[src/rtl/decode_stage.sv]
// rtl/decode_stage.sv - instruction field decoder with a 2-entry decoded-record FIFO
// Tracks the last retired destination to flag read-after-write hazards on the head entry.
module decode_stage #(
  parameter int RW   = 3,
  parameter int IW   = 16,
  parameter int DW   = 8,
  parameter int SEXT = 0
) (
  input  logic          clk,
  input  logic          rst,
  input  logic          flush,
  input  logic          in_valid,
  output logic          in_ready,
  input  logic [1:0]    in_op,
  input  logic [IW-1:0] in_instr,
  output logic          out_valid,
  input  logic          out_ready,
  output logic [RW-1:0] out_a,
  output logic [RW-1:0] out_b,
  output logic [RW-1:0] out_c,
  output logic [DW-1:0] out_imm,
  output logic          out_raw
);

  localparam int SW = RW + 2;
  localparam int LW = 2 * RW + 2;

  typedef struct packed {
    logic [RW-1:0] a;
    logic [RW-1:0] b;
    logic [RW-1:0] c;
    logic [DW-1:0] imm;
    logic          c_live;
  } rec_t;

  rec_t          dec;
  rec_t          e0;
  rec_t          e1;
  logic [1:0]    count;
  logic [1:0]    count_nxt;
  logic [RW-1:0] last_dest;
  logic          last_dest_vld;
  logic          push;
  logic          pop;
  logic [RW-1:0] f0;
  logic [RW-1:0] f1;
  logic [RW-1:0] f2;
  logic [SW-1:0] s_field;
  logic [LW-1:0] l_field;
  logic          unused_instr;

  function automatic logic [DW-1:0] ext_s(input logic [SW-1:0] f);
    logic [DW-1:0] r;
    r = DW'(f);
    if (SEXT != 0 && f[SW-1]) r = r | ({DW{1'b1}} << SW);
    return r;
  endfunction

  function automatic logic [DW-1:0] ext_l(input logic [LW-1:0] f);
    logic [DW-1:0] r;
    r = DW'(f);
    if (SEXT != 0 && f[LW-1]) r = r | ({DW{1'b1}} << LW);
    return r;
  endfunction

  assign f0           = in_instr[3*RW+1 -: RW];
  assign f1           = in_instr[2*RW+1 -: RW];
  assign f2           = in_instr[RW+1 -: RW];
  assign s_field      = in_instr[SW-1:0];
  assign l_field      = in_instr[LW-1:0];
  assign unused_instr = ^in_instr;

  always_comb begin
    dec        = '0;
    dec.a      = f0;
    dec.c_live = 1'b1;
    case (in_op)
      2'b00: begin
        dec.b = f1;
        dec.c = f2;
      end
      2'b01: begin
        dec.b   = f1;
        dec.c   = f2;
        dec.imm = ext_s(s_field);
      end
      2'b10: begin
        dec.b   = f0;
        dec.c   = f1;
        dec.imm = ext_s(s_field);
      end
      default: begin
        dec.b      = f0;
        dec.imm    = ext_l(l_field);
        dec.c_live = 1'b0;
      end
    endcase
  end

  assign out_valid = (count != 2'd0);
  assign push      = in_valid && in_ready;
  assign pop       = out_valid && out_ready;
  assign count_nxt = count + {1'b0, push} - {1'b0, pop};

  // Entry 0 is always the head, so outputs come straight from registers.
  always_ff @(posedge clk) begin
    if (rst) begin
      count         <= 2'd0;
      in_ready      <= 1'b1;
      e0            <= '0;
      e1            <= '0;
      last_dest     <= '0;
      last_dest_vld <= 1'b0;
    end else if (flush) begin
      count         <= 2'd0;
      in_ready      <= 1'b1;
      last_dest_vld <= 1'b0;
    end else begin
      if (pop) begin
        last_dest     <= e0.a;
        last_dest_vld <= 1'b1;
      end
      case (count)
        2'd0: if (push) e0 <= dec;
        2'd1: begin
          if (push && pop) e0 <= dec;
          else if (push)   e1 <= dec;
        end
        default: if (pop) e0 <= e1;
      endcase
      count    <= count_nxt;
      in_ready <= (count_nxt < 2'd2);
    end
  end

  assign out_a   = e0.a;
  assign out_b   = e0.b;
  assign out_c   = e0.c;
  assign out_imm = e0.imm;
  assign out_raw = out_valid && last_dest_vld &&
                   (e0.b == last_dest || (e0.c_live && e0.c == last_dest));

endmodule

[config.mk]
export PLATFORM = sky130hd
export DESIGN_NAME = decode_stage
export DESIGN_NICKNAME = d
export VERILOG_FILES = /design/src/rtl/decode_stage.sv
export SDC_FILE = /design/constraint.sdc
export NUM_CORES = 1
export LEC_CHECK = 0
export CELL_PAD_IN_SITES_DETAIL_PLACEMENT = 0
export CELL_PAD_IN_SITES_GLOBAL_PLACEMENT = 2
export CORE_AREA = 8 8 91 93
export CTS_CLUSTER_DIAMETER = 120
export CTS_CLUSTER_SIZE = 14
export DETAILED_ROUTE_END_ITERATION = 12
export DIE_AREA = 0 0 99 101
export PLACE_DENSITY = 0.95
export SKIP_LAST_GASP = 1
export SLEW_MARGIN = 25
export SYNTH_ARGS = -nofsm -noshare
export SYNTH_HDL_FRONTEND = slang
export SYNTH_SLANG_ARGS = --single-unit
[constraint.sdc]
create_clock -name clk -period 2.9 [get_ports clk]
set_input_delay 0.725 -clock clk [delete_from_list [all_inputs] [get_ports clk]]
set_output_delay 0.725 -clock clk [all_outputs]
set_load 0.01 [all_outputs]
==> results of run 1 <==
[flip-flops by register name (all words and copies together), names as in the netlist]
| signal | count |
|---|---|
| last_dest_vld | 1 |
| in_ready | 1 |
| e0 | 1 |
| out_c | 3 |
| e1 | 18 |
| out_imm | 8 |
| count | 2 |
| out_b | 3 |
| out_a | 3 |
| last_dest | 3 |
[metrics by stage]
step	util	setup WS (ns)	area [um^2]	hold slack (ns)	total power, mW
after floorplan	-	0.818	2200	0.431	0.791
after detailed placement	0.359	0.198	2490	0.442	0.863
after global routing	0.374	0.248	2590	0.467	1.32
final	0.374	0.387	2590	0.453	1.26
after global placement	0.359	0.243	2490	0.436	0.859
after CTS	0.374	0.346	2590	0.453	1.28
[routing by layer]
layer,track usage,vias up,share of wire
met3,0.0283,5,0.052
met2,0.169,39,0.46
met4,0.0460,0,0.012
met1,0.139,847,0.48
met5,0,-,0
li1,-,914,-
[final cells by class]
cell class                      count  area [um^2]
Fill cell                         734         4350
Tap cell                           82          103
Sequential cell                    43          861
Clock buffer                        8          100
Timing Repair Buffer               43          415
Multi-Input combinational cell    178         1100
Inverter                            5         18.8
[worst paths after layout]
kind | end | startpoint | slack [ns] | cells after the start
worst max register to register | count[1]$_SDFF_PP0_ | count[1]$_SDFF_PP0_ | 1.07 | 6
worst min-delay path | e1[5]$_SDFFE_PP0P_ | e1[5]$_SDFFE_PP0P_ | 0.45 | 2
worst max-delay path | out_raw | count[0]$_SDFF_PP0_ | 0.39 | 4
worst min register to register | e1[5]$_SDFFE_PP0P_ | e1[5]$_SDFFE_PP0P_ | 0.45 | 2
[kinds of logic after synthesis]
logic type               after synthesis  synth area share
XOR/XNOR                               8            0.0318
multiplexers                           8            0.0375
AO/OA/AOI/OAI                         64             0.195
flip-flops                            43             0.390
AND/OR/NAND/NOR                       92             0.199
buffers and inverters                 39             0.112
adder cells (fa/ha/maj)                6            0.0341
[cells in the final DEF (no fill, tap or decap), types with 3 or more instances in the layout]
cell / n
mux2i_1: 6
dfxtp_1: 43
and3_1: 3
a21oi_1: 28
nor2_1: 21
o21ai_0: 5
buf_4: 6
xnor2_1: 7
clkbuf_8: 7
nand2b_1: 3
a211oi_1: 13
clkdlybuf4s50_1: 37
nand2_1: 30
ha_1: 6
a31oi_1: 5
nand3_1: 11
inv_1: 4
and2_1: 8
nor3_1: 5
[worst register-to-register path: cells and delay by family (launching register included)]
family	cells	cell delay [ns]
xor gates and xnor gates	2	0.30
AOI/OAI and AO/OA	1	0.52
adders and majority gates	1	0.22
buffers and inverters	1	0.22
and+or+nand+nor	1	0.15
DFF	1	0.31
[power breakdown]
group / leakage (nW) / internal, mW / switching, mW
clock network: 0.0515 / 0.217 / 0.196
logic: 0.489 / 0.105 / 0.111
registers: 0.350 / 0.614 / 0.0173
==> summary.txt, run 1 <==
Status
  – Status: finished, final reports clean

CTS
  – Hold Buf Count CTS: 0
  – Clk slew on worst S/H paths: 0.08 ns
  – CTS tree: built
  – Post-CTS Setup Inserts: 0
  – H-tree depth: 2
  – Clock root cell: clkbuf_8
  – CTS sink cnt: 43
  – Post-CTS Resized: 0
  – Worst skew pair latency: 0.29 ns
  – Max clock buf depth: 2
  – Cts bufs inserted: 5

Finish
  – Share of layout cells above drive strength 1: 0.0722
  – Area delta synth->final: 17.7%
  – Fin nets: 305
  – N_diodes: 0
  – Fin cells: 359

Timing
  – Final Hold Viols: 0
  – Fin Setup TNS: 0 ns
  – Slew Limit Fails: 0
  – Max Freq: 398 MHz
  – Setup Skew: 0.00583 ns
  – Rel. slew slack: 0.600
  – Final setup vio count: 0
  – Fin crit share: 0.867
  – Worst-Margin Slew: just under 0.6 ns
  – Min Tclk post-route: approximately 2.5 ns
  – RSZ-0062 raised after global routing: no

Global route
  – Vias in the first global route: around 1700
  – Largest net degree at the start of global routing: 29
  – All-layer global routing usage: 0.109
  – Initial antenna violation count: 0
  – Overflow after GRT: 0
  – First-pass GRT wire length: 8760 um

Critical path
  – CP Max Fanout: 5
  – Critical Path Start Type: flop
  – Crit-path leading delay family: buffers and inverters
  – Worst EP arrival: 1.79 ns
  – CP max-delay cell: clkdlybuf4s50_1
  – Crit-path max cell delay: roughly 0.55 ns
  – Crit. End Element: output pin
  – Critical Path, Cell by Cell: or2_0 -> nand2_1 -> a21oi_1 -> clkdlybuf4s50_1
  – Worst setup path class: flop to output pin
  – Worst Path Buf+Inv: 1
  – Worst Path Required: 2.17 ns

Placement
  – Cell total after placement: roughly 350
  – Port Buffers: 37
  – GP Congestion: 0.768
  – Post-DP HPWL: 3780 um

Floorplanning
  – Die Footprint: 10000 um^2
  – Site row count: 31
  – # IOs: 43
  – Die Wd: 99 um
  – Core Region: 6940 um^2
  – Die Y: ~100 um
  – Initial Utilization: 0.318

Routing
  – Post-DR vias/cell: 5.03
  – Via Count: ~1800
  – Post-Route WL: 5290 um
  – Avg WL per Cell: 14.7 um
  – DRC Markers: 0
  – Initial DRT Pass Iterations: 5
  – Post-route ant nets: 0
  – Drt initial violations: 87

Logic synthesis
  – Commonest cells post-synth: dfxtp_1 (43), nand2_1 (30), a21oi_1 (28), nor2_1 (21), buf_4 (18)
  – Synth top area cells: dfxtp_1 (39%), a21oi_1 (6.4%), buf_4 (6.1%)
  – Post-synthesis area per instance: 8.48 um^2
  – Ys async rst share: 0
  – Mapped Nets: 289
  – Top-area cell type share of the netlist area: 0.390
  – Seq/Total Area, Yosys: 0.390
  – Ys Warns: 0
  – Synth cell types: 40
  – Synth Flop Type: dfxtp_1
  – Biggest area consumer among synthesized cells: dfxtp_1
  – Most used standard cell by instance count after synthesis: dfxtp_1
  – Synthesized flop and latch total: 43
  – EDFF count, synth: 0
  – Synthesized netlist cell count: 260
  – Synthesized cell area: 2200 um^2

Power
  – Leak: 0.891 nW
  – Max rail drop VDD: 0.187 mV
  – Power Dens Cells: 485 nW/um^2

Hold path
  – Min-Delay Path Class: flop to flop

Run
  – Max cap viols: 0
(Power assumes the default switching activity.)
==> run 2: changes to the inputs <==
PLACE_DENSITY = default   (was 0.95)
PLACE_DENSITY_LB_ADDON = 0.1   (was default)
==> summary.txt, run 2 (same netlist as run 1, synthesis figures left out) <==
Status
  – Status: finished, final reports clean

Finish
  – Area delta synth->final: 19.4%
  – Fin nets: 306
  – Register Area: 861 um^2
  – Biggest register: e1
  – N_diodes: 0
  – Layout fillers: about 720
  – Most common cell after layout, fill and taps aside: dfxtp_1
  – Multi-input logic area: 1100 um^2
  – Most frequent cells in the layout: dfxtp_1 (43), clkdlybuf4s50_1 (37), nand2_1 (30)
  – Share of layout cells above drive strength 1: 0.0791
  – Max reg flops: 18

CTS
  – H-tree depth: 2
  – CTS sink cnt: 43
  – Clk slew on worst S/H paths: 0.08 ns
  – Cts bufs inserted: 5
  – Hold Buf Count CTS: 0
  – Post-CTS Resized: 0
  – Clock root cell: clkbuf_8
  – Max clock buf depth: 2
  – Post-CTS Setup Inserts: 0
  – CTS tree: built
  – Worst skew pair latency: 0.30 ns

Routing
  – Initial DRT Pass Iterations: 4
  – DRC Markers: 0
  – Post-Route WL: between 5000 and 6000 um
  – Post-route ant nets: 0
  – Via Count: 1785
  – Avg WL per Cell: 15.9 um
  – Post-DR vias/cell: between 4 and 5
  – Drt initial violations: 59

Timing
  – Max Freq: 396 MHz
  – Final setup vio count: 0
  – Rel. slew slack: 0.595
  – Setup Skew: roughly 0.010 ns
  – Final Hold Viols: 0
  – Slew Limit Fails: 0
  – Fin crit share: 0.870
  – Min Tclk post-route: 2.52 ns
  – Worst-Margin Slew: 0.601 ns
  – RSZ-0062 raised after global routing: no
  – Fin Setup TNS: 0 ns

Placement
  – Port Buffers: 37
  – GP Congestion: 0.751
  – Post-DP HPWL: about 3900 um

Power
  – Power Dens Cells: 512 nW/um^2
  – Leak: ~0.91 nW
  – Max rail drop VDD: 0.213 mV
  – Power, Total: 1.35 mW

Critical path
  – Crit. End Element: output pin
  – Worst setup path class: flop to output pin
  – Worst Path Required: about 2.2 ns
  – Worst EP arrival: 1.80 ns
  – Critical Path Start Type: flop
  – CP Max Fanout: 5

Floorplanning
  – Die Wd: 99 um
  – Initial Utilization: 0.318
  – Die Footprint: 10000 um^2
  – Die Y: 101 um
  – Core Region: roughly 7000 um^2
  – # IOs: 43
  – Site row count: 31

Hold path
  – Min-Delay Path Class: flop to flop

Global route
  – Vias in the first global route: 1775
  – All-layer global routing usage: 0.118
  – Initial antenna violation count: 0
  – Largest net degree at the start of global routing: 43
  – Overflow after GRT: 0
  – First-pass GRT wire length: 9260 um

Run
  – Max cap viols: 0
## run 2: metal layers
metal,wire length [um],up-vias,global-route usage,part of all wire
met2,2600,28,0.187,0.45
met4,70,0,0.0390,0.012
met5,0,-,0,0
li1,-,920,-,-
met3,249,6,0.0318,0.043
met1,2820,831,0.150,0.49
## run 2: layout make-up
cell class / instances / area share
well taps: 82 / 0.0390
multi-input cells: 178 / 0.417
flip-flops and latches: 43 / 0.327
clock inverters: 2 / 0.0133
repair buffers: 44 / 0.165
inverters: 5 / 0.00713
clock buffers: 6 / 0.0314
## run 2: power breakdown
| group | internal (mW) | leakage (nW) | switching, mW | total (mW) |
|---|---|---|---|---|
| clock network | 0.279 | 0.0612 | 0.217 | 0.496 |
| logic | 0.107 | 0.498 | 0.113 | 0.220 |
| registers | 0.614 | 0.350 | 0.0176 | 0.631 |
## run 2: final timing paths
check	startpoint	end	slack (ns)	cells after the start
min reg2reg	e1[13]$_SDFFE_PP0P_	e1[13]$_SDFFE_PP0P_	0.45	2
max	count[0]$_SDFF_PP0_	out_raw	0.38	4
min	e1[13]$_SDFFE_PP0P_	e1[13]$_SDFFE_PP0P_	0.45	2
max reg2reg	count[1]$_SDFF_PP0_	out_b[0]$_SDFFE_PP0P_	1.06	5
## run 2: through the flow
stage,cells,cell area [um^2],hold slack (ns),util,setup WS (ns)
final,360,2630,0.451,0.379,0.377
after global routing,360,2630,0.472,0.379,0.196
after CTS,360,2630,0.455,0.379,0.343
after detailed placement,352,2510,0.445,0.362,0.199
after global placement,352,2510,0.439,0.362,0.225
after floorplan,260,2200,0.431,-,0.818
## run 2: worst max-delay path, stage by stage (launching register included)
cell	delay [ns]
dfxtp_1	0.38
or2_0	0.35
nand2_1	0.11
a21oi_1	0.12
clkdlybuf4s50_1	0.55
